File: src/rtl/ibr_stream_wrapper.sv
// CSR front end for the IBR block-cipher core: two block FIFOs around
// a sequencer that hands one block at a time to the core.
module ibr_fifo #(
    parameter int W     = 128,
    parameter int DEPTH = 4
) (
    input  logic                   clk_i,
    input  logic                   rst_ni,
    input  logic                   clr_i,
    input  logic                   push_i,
    input  logic [W-1:0]           din_i,
    input  logic                   pop_i,
    output logic [W-1:0]           head_o,
    output logic                   full_o,
    output logic                   empty_o,
    output logic [$clog2(DEPTH):0] count_o
);
    localparam int AW = $clog2(DEPTH);
    localparam logic [AW:0] FULL_CNT = (AW+1)'(DEPTH);

    logic [W-1:0]  mem_q [DEPTH];
    logic [AW-1:0] wptr_q, rptr_q;
    logic [AW:0]   cnt_q;
    logic          push_ok, pop_ok;

    assign full_o  = (cnt_q == FULL_CNT);
    assign empty_o = (cnt_q == '0);
    assign push_ok = push_i && !full_o;
    assign pop_ok  = pop_i && !empty_o;
    assign head_o  = mem_q[rptr_q];
    assign count_o = cnt_q;

    always_ff @(posedge clk_i or negedge rst_ni) begin
        if (!rst_ni) begin
            for (int i = 0; i < DEPTH; i++) mem_q[i] <= '0;
            wptr_q <= '0;
            rptr_q <= '0;
            cnt_q  <= '0;
        end else if (clr_i) begin
            wptr_q <= '0;
            rptr_q <= '0;
            cnt_q  <= '0;
        end else begin
            if (push_ok) begin
                mem_q[wptr_q] <= din_i;
                wptr_q        <= wptr_q + 1'b1;
            end
            if (pop_ok) rptr_q <= rptr_q + 1'b1;
            cnt_q <= cnt_q + (AW+1)'(push_ok) - (AW+1)'(pop_ok);
        end
    end
endmodule

module ibr_stream_wrapper #(
    parameter int BLOCK_W    = 128,
    parameter int KEY_W      = 128,
    parameter int FIFO_DEPTH = 4
) (
    input  logic               Clk,
    input  logic               RstN,
    input  logic               CS,
    input  logic               Write,
    input  logic               Read,
    input  logic [4:0]         Addr,
    input  logic [31:0]        WData,
    output logic [31:0]        RData,
    output logic               core_Enable,
    output logic               core_SA,
    output logic               core_Encrypt,
    output logic [1:0]         core_SOM,
    output logic               core_FB,
    output logic [63:0]        core_key0,
    output logic [63:0]        core_key1,
    output logic [BLOCK_W-1:0] core_IV,
    output logic [BLOCK_W-1:0] core_plainText,
    input  logic [BLOCK_W-1:0] core_cipherText,
    input  logic               core_cipherReady
);
    localparam int NW = BLOCK_W / 32;
    localparam int IW = $clog2(NW);
    localparam int CW = $clog2(FIFO_DEPTH) + 1;

    typedef enum logic [1:0] {IDLE, ISSUE, WAIT, STORE} state_t;
    state_t state_q;

    logic             en_q, enc_q, fb_q, sa_pend_q;
    logic [1:0]       som_q;
    logic [31:0]      key_q [4];
    logic [31:0]      iv_q [NW];
    logic [31:0]      din_q [NW-1];
    logic             in_ovf_q, out_udf_q;
    logic [31:0]      rdata_q, rdata_d;
    logic             cen_q, csa_q, cenc_q, cfb_q;
    logic [1:0]       csom_q;
    logic [KEY_W-1:0] ckey_q;
    logic [BLOCK_W-1:0] civ_q, cpt_q, res_q;

    logic wr, rd, clr;
    logic sel_ctrl, sel_stat, sel_key, sel_iv, sel_din, sel_dout;
    logic [1:0]    key_idx;
    logic [IW-1:0] iv_idx, blk_idx;
    logic          last_word, in_push, out_pop;
    logic [BLOCK_W-1:0] in_blk, iv_cat, in_head, out_head;
    logic          in_full, in_empty, out_full, out_empty;
    logic [CW-1:0] in_cnt, out_cnt;
    logic [31:0]   status;

    assign wr        = CS && Write;
    assign rd        = CS && Read && !Write;
    assign sel_ctrl  = (Addr == 5'd0);
    assign sel_stat  = (Addr == 5'd1);
    assign sel_key   = (Addr >= 5'd2) && (Addr <= 5'd5);
    assign sel_iv    = (Addr >= 5'd6) && (Addr < 5'(6 + NW));
    assign sel_din   = (Addr >= 5'h10) && (Addr < 5'(16 + NW));
    assign sel_dout  = (Addr >= 5'h18) && (Addr < 5'(24 + NW));
    assign key_idx   = Addr[1:0] - 2'd2;
    assign iv_idx    = Addr[IW-1:0] - IW'(6);
    assign blk_idx   = Addr[IW-1:0];
    assign last_word = (blk_idx == IW'(NW - 1));
    assign clr       = wr && sel_ctrl && WData[5];
    assign in_push   = wr && sel_din && last_word;
    assign out_pop   = rd && sel_dout && last_word;

    always_comb begin
        in_blk = '0;
        iv_cat = '0;
        for (int i = 0; i < NW - 1; i++) in_blk[i*32 +: 32] = din_q[i];
        in_blk[BLOCK_W-1 -: 32] = WData;
        for (int i = 0; i < NW; i++) iv_cat[i*32 +: 32] = iv_q[i];
    end

    ibr_fifo #(.W(BLOCK_W), .DEPTH(FIFO_DEPTH)) u_in_fifo (
        .clk_i(Clk), .rst_ni(RstN), .clr_i(clr),
        .push_i(in_push), .din_i(in_blk), .pop_i(state_q == ISSUE),
        .head_o(in_head), .full_o(in_full), .empty_o(in_empty),
        .count_o(in_cnt)
    );

    ibr_fifo #(.W(BLOCK_W), .DEPTH(FIFO_DEPTH)) u_out_fifo (
        .clk_i(Clk), .rst_ni(RstN), .clr_i(clr),
        .push_i(state_q == STORE), .din_i(res_q), .pop_i(out_pop),
        .head_o(out_head), .full_o(out_full), .empty_o(out_empty),
        .count_o(out_cnt)
    );

    always_comb begin
        status        = '0;
        status[0]     = in_full;
        status[1]     = in_empty;
        status[2]     = out_full;
        status[3]     = out_empty;
        status[4]     = (state_q != IDLE);
        status[5]     = in_ovf_q;
        status[6]     = out_udf_q;
        status[15:8]  = 8'(in_cnt);
        status[23:16] = 8'(out_cnt);
    end

    always_comb begin
        rdata_d = rdata_q;
        if (rd) begin
            unique case (1'b1)
                sel_ctrl: rdata_d = {27'b0, fb_q, som_q, enc_q, en_q};
                sel_stat: rdata_d = status;
                sel_key:  rdata_d = key_q[key_idx];
                sel_iv:   rdata_d = iv_q[iv_idx];
                sel_dout: rdata_d = out_empty ? '0 : out_head[32*blk_idx +: 32];
                default:  rdata_d = '0;
            endcase
        end
    end

    always_ff @(posedge Clk or negedge RstN) begin
        if (!RstN) begin
            en_q      <= 1'b0;
            enc_q     <= 1'b0;
            som_q     <= '0;
            fb_q      <= 1'b0;
            sa_pend_q <= 1'b0;
            in_ovf_q  <= 1'b0;
            out_udf_q <= 1'b0;
            rdata_q   <= '0;
            for (int i = 0; i < 4; i++) key_q[i] <= '0;
            for (int i = 0; i < NW; i++) iv_q[i] <= '0;
            for (int i = 0; i < NW - 1; i++) din_q[i] <= '0;
        end else begin
            rdata_q <= rdata_d;
            if (wr && sel_ctrl) begin
                en_q  <= WData[0];
                enc_q <= WData[1];
                som_q <= WData[3:2];
                fb_q  <= WData[4];
            end
            if (wr && sel_key) key_q[key_idx] <= WData;
            if (wr && sel_iv) iv_q[iv_idx] <= WData;
            if (wr && sel_din && !last_word) din_q[blk_idx] <= WData;
            // SA marks the first block after EN rises or after a clear
            if (clr || (wr && sel_ctrl && WData[0] && !en_q))
                sa_pend_q <= 1'b1;
            else if (state_q == ISSUE)
                sa_pend_q <= 1'b0;
            if (in_push && in_full)
                in_ovf_q <= 1'b1;
            else if (wr && sel_stat && WData[5])
                in_ovf_q <= 1'b0;
            if (out_pop && out_empty)
                out_udf_q <= 1'b1;
            else if (wr && sel_stat && WData[6])
                out_udf_q <= 1'b0;
        end
    end

    always_ff @(posedge Clk or negedge RstN) begin
        if (!RstN) begin
            state_q <= IDLE;
            cen_q   <= 1'b0;
            csa_q   <= 1'b0;
            cenc_q  <= 1'b0;
            csom_q  <= '0;
            cfb_q   <= 1'b0;
            ckey_q  <= '0;
            civ_q   <= '0;
            cpt_q   <= '0;
            res_q   <= '0;
        end else if (clr) begin
            state_q <= IDLE;
            cen_q   <= 1'b0;
            csa_q   <= 1'b0;
        end else begin
            cen_q <= 1'b0;
            csa_q <= 1'b0;
            unique case (state_q)
                IDLE: if (en_q && !in_empty && !out_full) state_q <= ISSUE;
                ISSUE: begin
                    cpt_q   <= in_head;
                    ckey_q  <= {key_q[3], key_q[2], key_q[1], key_q[0]};
                    civ_q   <= iv_cat;
                    cenc_q  <= enc_q;
                    csom_q  <= som_q;
                    cfb_q   <= fb_q;
                    cen_q   <= 1'b1;
                    csa_q   <= sa_pend_q;
                    state_q <= WAIT;
                end
                WAIT: if (core_cipherReady) begin
                    res_q   <= core_cipherText;
                    state_q <= STORE;
                end
                STORE:   state_q <= IDLE;
                default: state_q <= IDLE;
            endcase
        end
    end

    assign RData          = rdata_q;
    assign core_Enable    = cen_q;
    assign core_SA        = csa_q;
    assign core_Encrypt   = cenc_q;
    assign core_SOM       = csom_q;
    assign core_FB        = cfb_q;
    assign core_key0      = ckey_q[63:0];
    assign core_key1      = ckey_q[KEY_W-1:64];
    assign core_IV        = civ_q;
    assign core_plainText = cpt_q;
endmodule

File: config.mk
export PLATFORM = sky130hd
export DESIGN_NAME = ibr_stream_wrapper
export DESIGN_NICKNAME = d
export VERILOG_FILES = /design/src/rtl/ibr_stream_wrapper.sv
export SDC_FILE = /design/constraint.sdc
export NUM_CORES = 2
export LEC_CHECK = 0
export CAP_MARGIN = 20
export CORE_ASPECT_RATIO = 0.7
export CORE_MARGIN = 10
export CORE_UTILIZATION = 43
export DETAILED_ROUTE_END_ITERATION = 8
export GPL_TIMING_DRIVEN = 0
export PLACE_DENSITY = 0.66
export SYNTH_ARGS = -nofsm -noshare
export SYNTH_HDL_FRONTEND = slang
export SYNTH_SLANG_ARGS = --single-unit
File: constraint.sdc
create_clock -name Clk -period 2.6 [get_ports Clk]
set_input_delay 0.52 -clock Clk [delete_from_list [all_inputs] [get_ports Clk]]
set_output_delay 0.52 -clock Clk [all_outputs]
set_load 0.02 [all_outputs]
After elaboration in Yosys (flattened, before gate mapping)
Cells that the tools add are included.
{ "word_totals": {"register_bits": 1950, "wordCells": 196, "out_inout_bits": 422, "inputBits": 171} }
{ "op_classes": {"add_sub_neg": 9, "order_cmp": 18, "bitwise": 7, "n_mux": 51, "shift": 1, "n_reduce_logical": 58, "eq_ne": 9} }
{ "ops": {"columns": ["cell", "n"], "rows": [
  ["$bwmux 512", 2],
  ["$mux 128", 6],
  ["$bmux 128 s2", 2],
  ["$demux 128 s2", 2],
  ["$bwmux 128", 2],
  ["$mux 32", 7],
  ["$pmux 32 s5", 1],
  ["$bmux 32 s2", 2],
  ["$demux 32 s2", 2],
  ["$shiftx 128x8->32", 1],
  ["$bwmux 96", 1],
  ["$logic_and 1x1->1", 33],
  ["$mux 2", 11],
  ["$ge 3x3->1 const B", 6],
  ["$not 2->3", 6],
  ["$reduce_bool 2->1", 8],
  ["$lt 3x1->1 const B", 4],
  ["$ge 5x5->1 const B", 2],
  ["$lt 5x5->1 const B", 2],
  ["$mux 1", 10],
  ["$add 2x1->2 const B", 4],
  ["$pmux 2 s4", 1],
  ["$reduce_and 2->1", 4],
  ["$logic_not 1->1", 7],
  ["19 further kinds", 27]
]} }

Longest topological paths before layout
{ "logic_depth": {"ltp_word": 8, "depth_mapped": 13, "mapped_depth_nobuf": 11} }

By module
A second synthesis with hierarchy kept.
{ "unflattened": {"hier_cells": 4875, "area_unflattened_um2": 86422.9} }
{ "modules_own_cells": {"columns": ["mod", "cells_each", "area_each_um2", "seq_area_each_um2", "instances"], "rows": [
  ["ibr_stream_wrapper", 2306, 37420.9, 22821.9, 1],
  ["ibr_fifo at u_out_fifo", 1285, 24502.2, 12987.5, 1],
  ["ibr_fifo at u_in_fifo", 1284, 24499.7, 12987.5, 1]
]} }

Worst setup path before layout
Ideal clock, no wire load.
{ "synth_path": {"path_kind": "input to register", "from": "input Addr[1]", "to": "register u_out_fifo.cnt_q[2] (netlist: u_out_fifo.count_o[2])", "setup_time_ns": 0.132, "t_arrival_ns": 2.454, "cell_stages": 13, "path_buffers": 2, "setup_slack_ns": 0.014, "required_ns": 2.468, "cell_sequence": "buf_4 > and2_1 > clkbuf_1 > nand4_1 > inv_1 > ha_1 > inv_1 > ha_1 > inv_1 > fa_1 > xor2_1 > xnor2_1 > nor2_1"} }
{ "synth_via": {"elab_chain_len": 7, "word_cells_on_any_way": 12, "classes_between": "add/sub (1); order compare (2); eq/ne (1); mux (1); reduce/logical (7)"} }
{ "synth_rtl": {"columns": ["item", "line", "text"], "rows": [
  ["start: declaration", "64", "input logic [4:0] Addr,"],
  ["$ge 5x5->1 / $lt 5x5->1 (equally long branches)", "115", "assign sel_dout = (Addr >= 5'h18) && (Addr < 5'(24 + NW));"],
  ["$logic_and 1x1->1", "115", null],
  ["$logic_and 1x1->1 (2 in series)", "122", "assign out_pop = rd && sel_dout && last_word;"],
  ["$logic_and 1x1->1", "29", "assign pop_ok = pop_i && !empty_o;"],
  ["$sub 3x1->3", "49", "cnt_q <= cnt_q + (AW+1)'(push_ok) - (AW+1)'(pop_ok);"],
  ["$mux 3 *", "39", "end else if (clr_i) begin"],
  ["end signal: assignment", "49", null],
  ["end: declaration", "23", "logic [AW:0] cnt_q;"]
]} }
Mark *: on every way between the ends. The rest lies on a longest branch, timed or not.
A chain may end at the register's enable or synchronous reset.

Final worst setup path
{ "layout_path": {"from": "register u_out_fifo.rptr_q[0]", "to": "register rdata_q[28] (netlist: RData[28])"} }
{ "layout_via": {"elab_chain_len": 7} }
{ "layout_rtl": {"columns": ["item", "line", "text"], "rows": [
  ["start: declaration", "22", "logic [AW-1:0] wptr_q, rptr_q;"],
  ["start signal: assignment", "48", "if (pop_ok) rptr_q <= rptr_q + 1'b1;"],
  ["$not 2->3 (implied by the code)", "30", "assign head_o = mem_q[rptr_q];"],
  ["$bmux 128 s2", "30", null],
  ["$mux 128 (implied by the code) (2 in series)", "30", null],
  ["$shiftx 128x8->32", "167", "sel_dout: rdata_d = out_empty ? '0 : out_head[32*blk_idx +: 32];"],
  ["$mux 32", "167", null],
  ["$pmux 32 s5", "162", "unique case (1'b1)"],
  ["end signal: assignment", "187", "rdata_q <= rdata_d;"],
  ["end: declaration", "92", "logic [31:0] rdata_q, rdata_d;"]
]} }
Every way passes these cells. The select of a mux whose other input is x is not followed.

==> qor.csv <==
metric;value;unit
outcome;complete, but fails checks;
XOR/XNOR Fraction of Synth Area;0.00105;
htree depth;4;
Overflow after GRT;0;
Routed WL;259000;um
Fillers;15625;
min cycle time layout;2.60;ns
CTS buffer count;188;
Rows;134;
vias in the first global route;50232;
unrepaired setup endpoints after global routing;yes;
CTS tree;built;
maximum number of pins on one net before global-route repair;178;
number of I/O port buffers;590;
antenna violations before repair;16;
top fanout value on the critical path;11;
Hold Worst Slack;-0.230;ns
arrival time worst endpoint;3.27;ns
share of synthesized registers carrying an async set or reset;1.00;
first-pass GRT wire length;371000;um
Placement Cell Area;91600;um2
clock latency at the later pin of the worst-skew pair;0.84;ns
Die H;386;um
Synth Warn #;0;
Hold/Removal Path Class;input port to async pin;
CTS sink cnt;1950;
total negative slack;-0.00459;ns
gpl congestion;0.924;
power per cell area;1020;nW/um2
cell area after layout;98700;um2
Setup Viol. Count Final;1;
Area Growth Syn to Fin;20.3;%
per-cell routed wire length;30.9;um
mux cell area share after synthesis;0.351;
leakage power;45.9;nW
violated checks;hold timing, setup timing;
Least-Margin Pin Slew;1.07;ns
layout cells sized above 1;0.488;
synthesized net count;5104;
post-synthesis sequential area ratio;0.594;
initial core utilization;0.431;
Cells after Synth;4915;
Worst setup EP type;flop;
Longest Clk Path Bufs;3;
hpwl dp;193000;um
number of synthesized register bits;1950;
max-slew violations;0;
antenna-violating nets left;0;
Fin. Hold Viols;486;
Register Area;48800;um2
starting DRC count in detailed routing;4129;
peak supply drop;741;uV
highest routed layer;met5;
Reg2Reg Depth;6;
Max-cap violations;0;
distinct cell type count after synthesis;61;
Crit path required time;3.26;ns
Peak Freq;384;MHz
most common flop cell mapped by yosys;dfrtp_1;
gr usage total;0.243;
met3 WL;18000;um
fin worst setup slack;-0.00459;ns
total power;101;mW
Setup crit start kind;flop;
area share of fa/ha/maj cells after synthesis;0.00293;
Slew HR;0.282;
met1 wire length;117000;um
Multi-input gate area;31400;um2
post-synth design cell area;82100;um2
Setup Skew;0.0551;ns
most frequent cells in the layout;1947 x dfrtp_1, 1876 x mux2_2, 586 x clkdlybuf4s50_1;
most common cell after layout, fill and taps aside;dfrtp_1;
Vias per Instance;5.72;
fraction of the mapped netlist area in compound gates;0.0138;
CTS clock-pin slew for the worst setup and hold paths;0.06;ns
core box area;190000;um2
Post-synth EDFFs;0;
crit path kind;flop to flop;
fin crit share;1.00;
met2 WL;112000;um
Simple-Gate Fraction of Synth Area;0.0109;
via count;48085;
syn avg cell area;16.7;um2
nets@finish;5934;
die width;542;um
DRC errors left;0;
largest family of logic cells by synthesized area;multiplexers;
Initial DRT Pass Iterations;6;
clock root buffer;clkbuf_16;
Die ar.;209000;um2
I/O pin count;593;
[path summary, 6_finish.rpt]
| path | end | slack, ns | startpoint |
|---|---|---|---|
| max | RData[28] | -0.005 | u_out_fifo.rptr_q[0] |
| min | u_out_fifo.mem_q[504] | -0.23 | RstN |
| max reg2reg | RData[28] | -0.005 | u_out_fifo.rptr_q[0] |
| min reg2reg | core_plainText[28] | 0.49 | core_plainText[28] |
| max in group asynchronous | u_in_fifo.mem_q[316] | 0.42 | RstN |
| min in group Clk | res_q[63] | 0.28 | core_cipherText[63] |
[routing by layer]
| layer | GRT usage | up-vias |
|---|---|---|
| met5 | 0 | - |
| met4 | 0.0950 | 6 |
| met3 | 0.0545 | 376 |
| met2 | 0.355 | 1497 |
| met1 | 0.355 | 26314 |
| li1 | - | 19892 |
[final cells by class]
cell class,count,share of cell area
sequential,1950,0.494
antenna,6,0.000152
clock inverter,57,0.00805
timing repair buffer,642,0.0680
multi-input combinational,2595,0.318
buffer,349,0.0242
tap,2516,0.0319
clock buffer,275,0.0550
inverter,19,0.000748
[cells by family after synthesis]
group | Yosys count
flip-flops | 1950
AO/OA/AOI/OAI | 145
buffers and inverters | 370
XOR/XNOR | 9
adder cells (fa/ha/maj) | 18
AND/OR/NAND/NOR | 162
multiplexers | 2261
[power breakdown]
part / internal [mW] / switching (mW) / total [mW]
sequential: 38.0 / 6.26 / 44.2
combinational: 14.7 / 14.3 / 29.0
clock: 15.5 / 12.3 / 27.8
[per-stage QoR]
step	worst slack (ns)	std cells	util
floorplan	0.0137	4915	-
global placement	-86.81	8021	0.479
detailed placement	-1.50	8037	0.481
CTS	-0.0940	8384	0.516
global route	-0.0651	8404	0.519
finish	-0.00459	8409	0.519
[synthesized netlist by cell type (all sizes together) (7+ instances only)]
cell | count | area share
dfrtp | 1950 | 0.59
mux2 | 1917 | 0.26
mux4 | 298 | 0.082
buf | 262 | 0.021
clkbuf | 89 | 0.0041
a22oi | 68 | 0.0062
mux2i | 46 | 0.0056
nand2 | 38 | 0.0020
nor2 | 35 | 0.0016
nand3 | 27 | 0.0019
a41oi | 22 | 0.0023
inv | 19 | 0.00087
ha | 16 | 0.0024
and2 | 13 | 0.00099
and3 | 11 | 0.00084
nor2b | 9 | 0.00069
a222oi | 8 | 0.00098
a32oi | 8 | 0.00085
a211oi | 7 | 0.00064
a21oi | 7 | 0.00043
and4 | 7 | 0.00075
[timing repair]
action	CTS	global route
resized for setup	101	103
endpoints found under the setup margin	1277	385
buffers inserted	13	15
cloned	1	1
hold endpoints to repair	76	382
hold buffers	3	2
pin swaps	7	9
[state kept, by name (all words and copies together), names as in the netlist, 128 cells and up]
register and flops:
iv_cat 128, u_out_fifo.mem_q 512, ckey_q 128, core_IV 128, res_q 128, key_q 128
core_plainText 128, u_in_fifo.mem_q 512
[critical path, stage by stage, from the launching register on]
cell     delay (ns)
dfrtp_1        0.39
buf_12         0.14
buf_16         0.18
buf_6          0.27
mux4_2         0.62
a22oi_2        0.59
a41oi_1        0.21
Note: power is estimated with default switching activity, not from simulation.
